<file path="src/rtl/exec_sequencer.sv">
// exec_sequencer: multi-cycle control sequencer for the ALU execute stage.
// Accepts one decoded op at a time, walks it through LOAD, EXEC and CAPTURE,
// drives the ALU register strobes and op enables, and then hands the result to
// writeback. Compare ops write the flags in CAPTURE and skip writeback.
//
// Optional build macro EXEC_PERF_CNT_EN: when defined, perf_retired counts
// retired ops (WB handshakes plus cmp captures) and wraps at 32 bits. When it
// is undefined, perf_retired is tied to zero and no counter is built.
//
// Handshakes: a transfer happens on a clock edge where valid and ready are both
// high. issue_ready is high only in IDLE. wb_valid and wb_rd are held stable
// until the edge where wb_ready is seen. Neither side depends on the other
// asserting first.
module exec_sequencer #(
    parameter int MUL_LAT = 2,
    parameter int DIV_LAT = 4,
    parameter int RD_W    = 4
) (
    input  logic            clk,
    input  logic            rst,
    input  logic            issue_valid,
    output logic            issue_ready,
    input  logic [3:0]      issue_op,
    input  logic            issue_imm,
    input  logic [RD_W-1:0] issue_rd,
    output logic            ldA,
    output logic            ldB,
    output logic            ldResult,
    output logic            clrA,
    output logic            clrB,
    output logic            clrResult,
    output logic [2:0]      aluSel,
    output logic            isImmediate,
    output logic            isAdd,
    output logic            isSub,
    output logic            isCmp,
    output logic            isMul,
    output logic            isDiv,
    output logic            isMod,
    output logic            isLsl,
    output logic            isLsr,
    output logic            isAsr,
    output logic            isOr,
    output logic            isNot,
    output logic            isAnd,
    output logic            isMov,
    output logic            wrFlag,
    output logic            illegal_op,
    output logic            wb_valid,
    input  logic            wb_ready,
    output logic [RD_W-1:0] wb_rd,
    output logic [31:0]     perf_retired,
    output logic [2:0]      dbg_state
);

    typedef enum logic [2:0] {
        S_IDLE    = 3'd0,
        S_LOAD    = 3'd1,
        S_EXEC    = 3'd2,
        S_CAPTURE = 3'd3,
        S_WB      = 3'd4
    } state_t;

    localparam logic [3:0] OP_ADD = 4'd0;
    localparam logic [3:0] OP_SUB = 4'd1;
    localparam logic [3:0] OP_MUL = 4'd2;
    localparam logic [3:0] OP_DIV = 4'd3;
    localparam logic [3:0] OP_MOD = 4'd4;
    localparam logic [3:0] OP_CMP = 4'd5;
    localparam logic [3:0] OP_MOV = 4'd6;
    localparam logic [3:0] OP_OR  = 4'd7;
    localparam logic [3:0] OP_AND = 4'd8;
    localparam logic [3:0] OP_NOT = 4'd9;
    localparam logic [3:0] OP_LSL = 4'd10;
    localparam logic [3:0] OP_LSR = 4'd11;
    localparam logic [3:0] OP_ASR = 4'd12;

    localparam logic [2:0] SEL_ADDER = 3'd0;
    localparam logic [2:0] SEL_MUL   = 3'd1;
    localparam logic [2:0] SEL_DIV   = 3'd2;
    localparam logic [2:0] SEL_MOV   = 3'd3;
    localparam logic [2:0] SEL_LOGIC = 3'd4;
    localparam logic [2:0] SEL_SHIFT = 3'd5;

    // The EXEC counter is loaded with latency-1 and the state leaves on zero,
    // so EXEC lasts exactly the latency in cycles.
    localparam logic [3:0] MUL_LAT_M1 = 4'(MUL_LAT - 1);
    localparam logic [3:0] DIV_LAT_M1 = 4'(DIV_LAT - 1);

    state_t          state;
    state_t          state_nxt;
    logic [3:0]      op_q;
    logic            imm_q;
    logic [RD_W-1:0] rd_q;
    logic [3:0]      cnt_q;

    logic            op_legal;
    logic            op_is_cmp;
    logic [2:0]      dec_sel;
    logic [3:0]      dec_lat_m1;
    logic            hold;

    assign clrA      = rst;
    assign clrB      = rst;
    assign clrResult = rst;
    assign dbg_state = state;

    // Decode the latched opcode into unit select, EXEC latency and legality.
    always_comb begin
        op_legal   = (op_q <= OP_ASR);
        op_is_cmp  = (op_q == OP_CMP);
        dec_sel    = SEL_ADDER;
        dec_lat_m1 = 4'd0;
        case (op_q)
            OP_ADD, OP_SUB, OP_CMP: dec_sel = SEL_ADDER;
            OP_MUL: begin
                dec_sel    = SEL_MUL;
                dec_lat_m1 = MUL_LAT_M1;
            end
            OP_DIV, OP_MOD: begin
                dec_sel    = SEL_DIV;
                dec_lat_m1 = DIV_LAT_M1;
            end
            OP_MOV:                 dec_sel = SEL_MOV;
            OP_OR, OP_AND, OP_NOT:  dec_sel = SEL_LOGIC;
            OP_LSL, OP_LSR, OP_ASR: dec_sel = SEL_SHIFT;
            default:                dec_sel = SEL_ADDER;
        endcase
    end

    // State register.
    always_ff @(posedge clk) begin
        if (rst) begin
            state <= S_IDLE;
        end else begin
            state <= state_nxt;
        end
    end

    // Latch the accepted op and run the EXEC latency counter.
    always_ff @(posedge clk) begin
        if (rst) begin
            op_q  <= 4'd0;
            imm_q <= 1'b0;
            rd_q  <= '0;
            cnt_q <= 4'd0;
        end else begin
            if (state == S_IDLE && issue_valid) begin
                op_q  <= issue_op;
                imm_q <= issue_imm;
                rd_q  <= issue_rd;
            end
            if (state == S_LOAD) begin
                cnt_q <= dec_lat_m1;
            end else if (state == S_EXEC && cnt_q != 4'd0) begin
                cnt_q <= cnt_q - 4'd1;
            end
        end
    end

    // Next-state logic and all control outputs; reset forces the idle values.
    always_comb begin
        state_nxt   = state;
        issue_ready = 1'b0;
        ldA         = 1'b0;
        ldB         = 1'b0;
        ldResult    = 1'b0;
        wrFlag      = 1'b0;
        illegal_op  = 1'b0;
        wb_valid    = 1'b0;
        wb_rd       = '0;
        hold        = 1'b0;
        aluSel      = 3'd0;
        isImmediate = 1'b0;
        isAdd       = 1'b0;
        isSub       = 1'b0;
        isCmp       = 1'b0;
        isMul       = 1'b0;
        isDiv       = 1'b0;
        isMod       = 1'b0;
        isLsl       = 1'b0;
        isLsr       = 1'b0;
        isAsr       = 1'b0;
        isOr        = 1'b0;
        isNot       = 1'b0;
        isAnd       = 1'b0;
        isMov       = 1'b0;

        case (state)
            S_IDLE: begin
                issue_ready = 1'b1;
                if (issue_valid) begin
                    state_nxt = S_LOAD;
                end
            end
            S_LOAD: begin
                if (op_legal) begin
                    ldA       = 1'b1;
                    ldB       = 1'b1;
                    hold      = 1'b1;
                    state_nxt = S_EXEC;
                end else begin
                    illegal_op = 1'b1;
                    state_nxt  = S_IDLE;
                end
            end
            S_EXEC: begin
                hold = 1'b1;
                if (cnt_q == 4'd0) begin
                    state_nxt = S_CAPTURE;
                end
            end
            S_CAPTURE: begin
                hold = 1'b1;
                if (op_is_cmp) begin
                    wrFlag    = 1'b1;
                    state_nxt = S_IDLE;
                end else begin
                    ldResult  = 1'b1;
                    state_nxt = S_WB;
                end
            end
            S_WB: begin
                wb_valid = 1'b1;
                wb_rd    = rd_q;
                if (wb_ready) begin
                    state_nxt = S_IDLE;
                end
            end
            default: state_nxt = S_IDLE;
        endcase

        // Enables stay constant from LOAD through CAPTURE for a legal op.
        if (hold) begin
            aluSel      = dec_sel;
            isImmediate = imm_q;
            isAdd       = (op_q == OP_ADD);
            isSub       = (op_q == OP_SUB);
            isMul       = (op_q == OP_MUL);
            isDiv       = (op_q == OP_DIV);
            isMod       = (op_q == OP_MOD);
            isCmp       = (op_q == OP_CMP);
            isMov       = (op_q == OP_MOV);
            isOr        = (op_q == OP_OR);
            isAnd       = (op_q == OP_AND);
            isNot       = (op_q == OP_NOT);
            isLsl       = (op_q == OP_LSL);
            isLsr       = (op_q == OP_LSR);
            isAsr       = (op_q == OP_ASR);
        end

        // Reset aborts any op in flight: no strobes, no writeback, no flags.
        if (rst) begin
            state_nxt   = S_IDLE;
            issue_ready = 1'b1;
            ldA         = 1'b0;
            ldB         = 1'b0;
            ldResult    = 1'b0;
            wrFlag      = 1'b0;
            illegal_op  = 1'b0;
            wb_valid    = 1'b0;
            wb_rd       = '0;
            aluSel      = 3'd0;
            isImmediate = 1'b0;
            isAdd       = 1'b0;
            isSub       = 1'b0;
            isCmp       = 1'b0;
            isMul       = 1'b0;
            isDiv       = 1'b0;
            isMod       = 1'b0;
            isLsl       = 1'b0;
            isLsr       = 1'b0;
            isAsr       = 1'b0;
            isOr        = 1'b0;
            isNot       = 1'b0;
            isAnd       = 1'b0;
            isMov       = 1'b0;
        end
    end

`ifdef EXEC_PERF_CNT_EN
    logic [31:0] perf_q;

    // Count retirements: writeback handshakes and compare captures.
    always_ff @(posedge clk) begin
        if (rst) begin
            perf_q <= 32'd0;
        end else if ((state == S_WB && wb_ready) || (state == S_CAPTURE && op_is_cmp)) begin
            perf_q <= perf_q + 32'd1;
        end
    end

    assign perf_retired = perf_q;
`else
    assign perf_retired = 32'd0;
`endif

endmodule

</file>
<file path="config.mk">
export PLATFORM = sky130hd
export DESIGN_NAME = exec_sequencer
export DESIGN_NICKNAME = d
export VERILOG_FILES = /design/src/rtl/exec_sequencer.sv
export SDC_FILE = /design/constraint.sdc
export NUM_CORES = 1
export LEC_CHECK = 0
export CORE_MARGIN = 3
export CORE_UTILIZATION = 37
export CTS_CLUSTER_SIZE = 30
export DETAILED_ROUTE_END_ITERATION = 10
export PLACE_DENSITY = 0.88
export SLEW_MARGIN = 20
export SYNTH_ARGS = -nofsm -noshare
export SYNTH_HDL_FRONTEND = slang
export SYNTH_SLANG_ARGS = --single-unit
</file>
<file path="constraint.sdc">
create_clock -name clk -period 2.08 [get_ports clk]
set_input_delay 0.416 -clock clk [delete_from_list [all_inputs] [get_ports clk]]
set_output_delay 0.416 -clock clk [all_outputs]
set_load 0.005 [all_outputs]
</file>
==> flow_summary_export.csv <==
group,metric,value,unit
pwr,p_leak,1.037,nW
routing,routedWlPerCell,12.97,µm
timing,setup-violations-final,0,
global_route,grt_first_pass_wirelength,5.733,mm
synthesis,synth_area_per_cell,7.172,µm²
timing,max_freq,0.4947,GHz
status,status,"completed",
synthesis,syn_area,1313,µm²
clock_network,cts_tree,"done",
worst_setup_path,critPathKind,"reg -> out",
clock_network,cts_made_buffers,3,
routing,drt-vias-per-instance,4.846,
clock_network,hold_buffers,0,
layout,final_util,0.6010,
clock_network,cts.sink_count,16,
clock_network,clockBufferDepth,2,
routing,initialDrtViolationCount,72,
synthesis,synthAdderAreaFrac,0.009533,
synthesis,yosysWarnings,0,
routing,drc,0,
placed_design,dpl.hpwl,2.604,mm
routing,firstDrtPassIters,4,
clock_network,worstSkewPairLatency,0.29,ns
timing,fin_crit_sh,0.9718,
clock_network,htreeDepth,1,
worst_setup_path,cp_slowest_stage_delay,0.39,ns
routing,vias,1444,
clock_network,cts_root_buffer,"clkbuf_4",
timing,final_hold_viol_count,0,
worst_setup_path,path_delay_family,"buffers and inverters",
worst_setup_path,crit_required,1.66,ns
placed_design,place_inst,284,
synthesis,seq_area_frac_synth,0.2440,
worst_setup_path,start_kind,"flop",
placed_design,routabilityCongestion,0.7993,
pwr,power.density,414.8,nW/µm²
timing,finalMaxSlewViolations,0,
floorplanning,die_area,4298,µm²
worst_setup_path,r2r_slack,0.42,ns
layout,antenna_cells,0,
synthesis,synth_top_family_by_area,"simple AND/OR/NAND/NOR gates",
synthesis,synth_compound_area_frac,0.1516,
synthesis,synth-simple-area-share,0.3279,
layout,final_cell_area,2037,µm²
placed_design,placed_area,1817,µm²
timing,clock_skew,0.009216,ns
min_path,hold_path.class,"reg -> reg",
layout,nNetsFinal,267,
synthesis,ys_types,38,
timing,layout_min_cycle_time,2.021,ns
worst_setup_path,arrival,1.61,ns
synthesis,ys_seq_elements,16,
worst_setup_path,cpMostUsedCell,"buf_4",
layout,synthToLayoutAreaGrowth,55.20,%
floorplanning,core,3390,µm²
layout,layout-drive-gt1-share,0.2778,
placed_design,io_buffers,46,
global_route,antenna_found_initial,0,
floorplanning,die_y,65.56,µm
synthesis,synth_xor_area_frac,0,
worst_setup_path,crit_buf_inv,4,
clock_network,clkTransAtPathRegs,0.10,ns
global_route,grt.total_usage,0.1688,
routing,wl,3.864,mm
floorplanning,die_x,65.56,µm
synthesis,syn_inst,183,
layout,instances_no_fill,298,
worst_setup_path,end_kind,"output port",
worst_setup_path,critical_path_peak_fanout,7,
synthesis,muxShareOfSynthArea,0.007626,
routing,detail-route-antenna-nets,0,
pwr,irDropWorstVdd,0.0003617,V
worst_setup_path,crit_path_top_delay_cell,"dfxtp_4",
global_route,grt_pass1_vias,1294,
flow_run,max_cap_violations,0,
worst_setup_path,cp_cell_sequence,"nor4b_4, buf_4, buf_4, buf_4, and2_1, clkdlybuf4s15_1",
timing,tns,0,ns
global_route,grt_max_degree,11,
floorplanning,pin_count,79,
pwr,fin_total_pwr,0.8449,mW
global_route,overflow,0,
floorplanning,start_util,0.3872,
floorplanning,placementRows,21,
timing repair:
action,4_1_cts,5_1_grt
pin swaps,8,2
endpoints found under the setup margin,30,16
gates resized for setup,48,26
setup buffers,5,5
final timing paths:
kind	to	from	depth (start not counted)
min	rd_q[0]	rd_q[0]	2
max reg2reg	cnt_q[3]	dbg_state[1]	4
max	wb_rd[3]	dbg_state[1]	6
min reg2reg	rd_q[0]	rd_q[0]	2
tightest hold or removal path: stages, from the launching register on:
cell and delay, ns:
dfxtp_1 0.32, nand2_1 0.05, a21oi_1 0.05
placed cells by master (no fill, tap or decap), types with 2 or more instances in the layout:
cell type and instances:
buf_4 34, nand2_1 24, nor3_1 4, nor3b_2 2, o21ai_0 4, conb_1 32, clkdlybuf4s50_1 17, dlygate4sd2_1 15
nor2_1 14, dfxtp_1 9, a21oi_1 15, nand2b_1 4, clkbuf_2 3, nor3b_1 2, dlymetal6s2s_1 9, nor2_4 2
or4_1 3, clkbuf_4 3, o211ai_1 4, inv_1 5, or3b_2 2, and2_1 4, nor2b_2 3, dfxtp_4 6
cell families after synthesis:
group / after synthesis
compound gates: 33
simple gates: 79
fa+ha+maj: 1
flops: 16
buf+inv: 52
other cells: 1
mux: 1
state kept, by name (all words and copies together), names as in the netlist:
| signal | cells |
|---|---|
| cnt_q | 4 |
| op_q | 4 |
| imm_q | 1 |
| rd_q | 4 |
| dbg_state | 3 |
report_power, final:
group / internal, mW / switching [mW] / total [mW]
logic: 0.143 / 0.141 / 0.284
clock network: 0.107 / 0.104 / 0.211
registers: 0.324 / 0.0261 / 0.350
cell type report:
class	count	area, µm²
fill	289	1353
multi-input combinational	146	869.6
timing repair buffer	81	710.7
sequential	16	344.1
tap	46	57.56
clock buffer	4	36.28
inverter	5	18.77
cells in the mapped netlist:
| cell | number | area [µm²] |
|---|---|---|
| a211oi_1 | 1 | 7.510 |
| mux2i_1 | 1 | 10.01 |
| and3_1 | 1 | 6.260 |
| buf_2 | 2 | 10.01 |
| clkbuf_1 | 7 | 26.28 |
| or3b_4 | 1 | 11.26 |
| nand4bb_1 | 1 | 11.26 |
| nor4b_2 | 1 | 15.01 |
| buf_1 | 1 | 3.750 |
| or3b_2 | 2 | 17.52 |
| nor3_1 | 5 | 25.02 |
| o32ai_1 | 1 | 8.760 |
| or3_1 | 2 | 12.51 |
| or4_1 | 3 | 22.52 |
| nor2b_1 | 4 | 25.02 |
| a21boi_0 | 1 | 7.510 |
| or4b_2 | 1 | 10.01 |
| o21ai_0 | 6 | 30.03 |
| a21oi_1 | 15 | 75.07 |
| nand2_1 | 24 | 90.09 |
| nand2b_1 | 4 | 25.02 |
| o2111ai_1 | 2 | 17.52 |
| nand3b_1 | 1 | 7.510 |
| ha_1 | 1 | 12.51 |
| conb_1 | 1 | 3.750 |
| nor4_1 | 2 | 12.51 |
| nor2_1 | 16 | 60.06 |
| nand4_1 | 1 | 6.260 |
| nor3b_1 | 4 | 30.03 |
| nor4b_1 | 2 | 17.52 |
| o211ai_1 | 4 | 30.03 |
| o31ai_1 | 1 | 7.510 |
| a32oi_1 | 1 | 8.760 |
| dfxtp_1 | 16 | 320.3 |
| a31oi_1 | 1 | 6.260 |
| inv_1 | 5 | 18.77 |
| buf_4 | 37 | 277.8 |
| and2_1 | 4 | 25.02 |
per-layer routing:
metal	global-route usage	vias up	part of all wire
li1	-	699	-
met1	0.1923	682	0.40
met2	0.3161	57	0.54
met3	0.04103	6	0.051
met4	0.03368	0	0.0078
met5	0	-	0
metrics by stage:
step	hold slack [ns]	setup slack, ns
after floorplan	0.4317	0.3794
after global placement	0.4402	-0.4329
after detailed placement	0.4419	-0.4826
after CTS	0.4556	-0.05253
after global routing	0.4890	-0.01614
final	0.4554	0.05873
No activity file was read; power rests on OpenSTA's default activity.
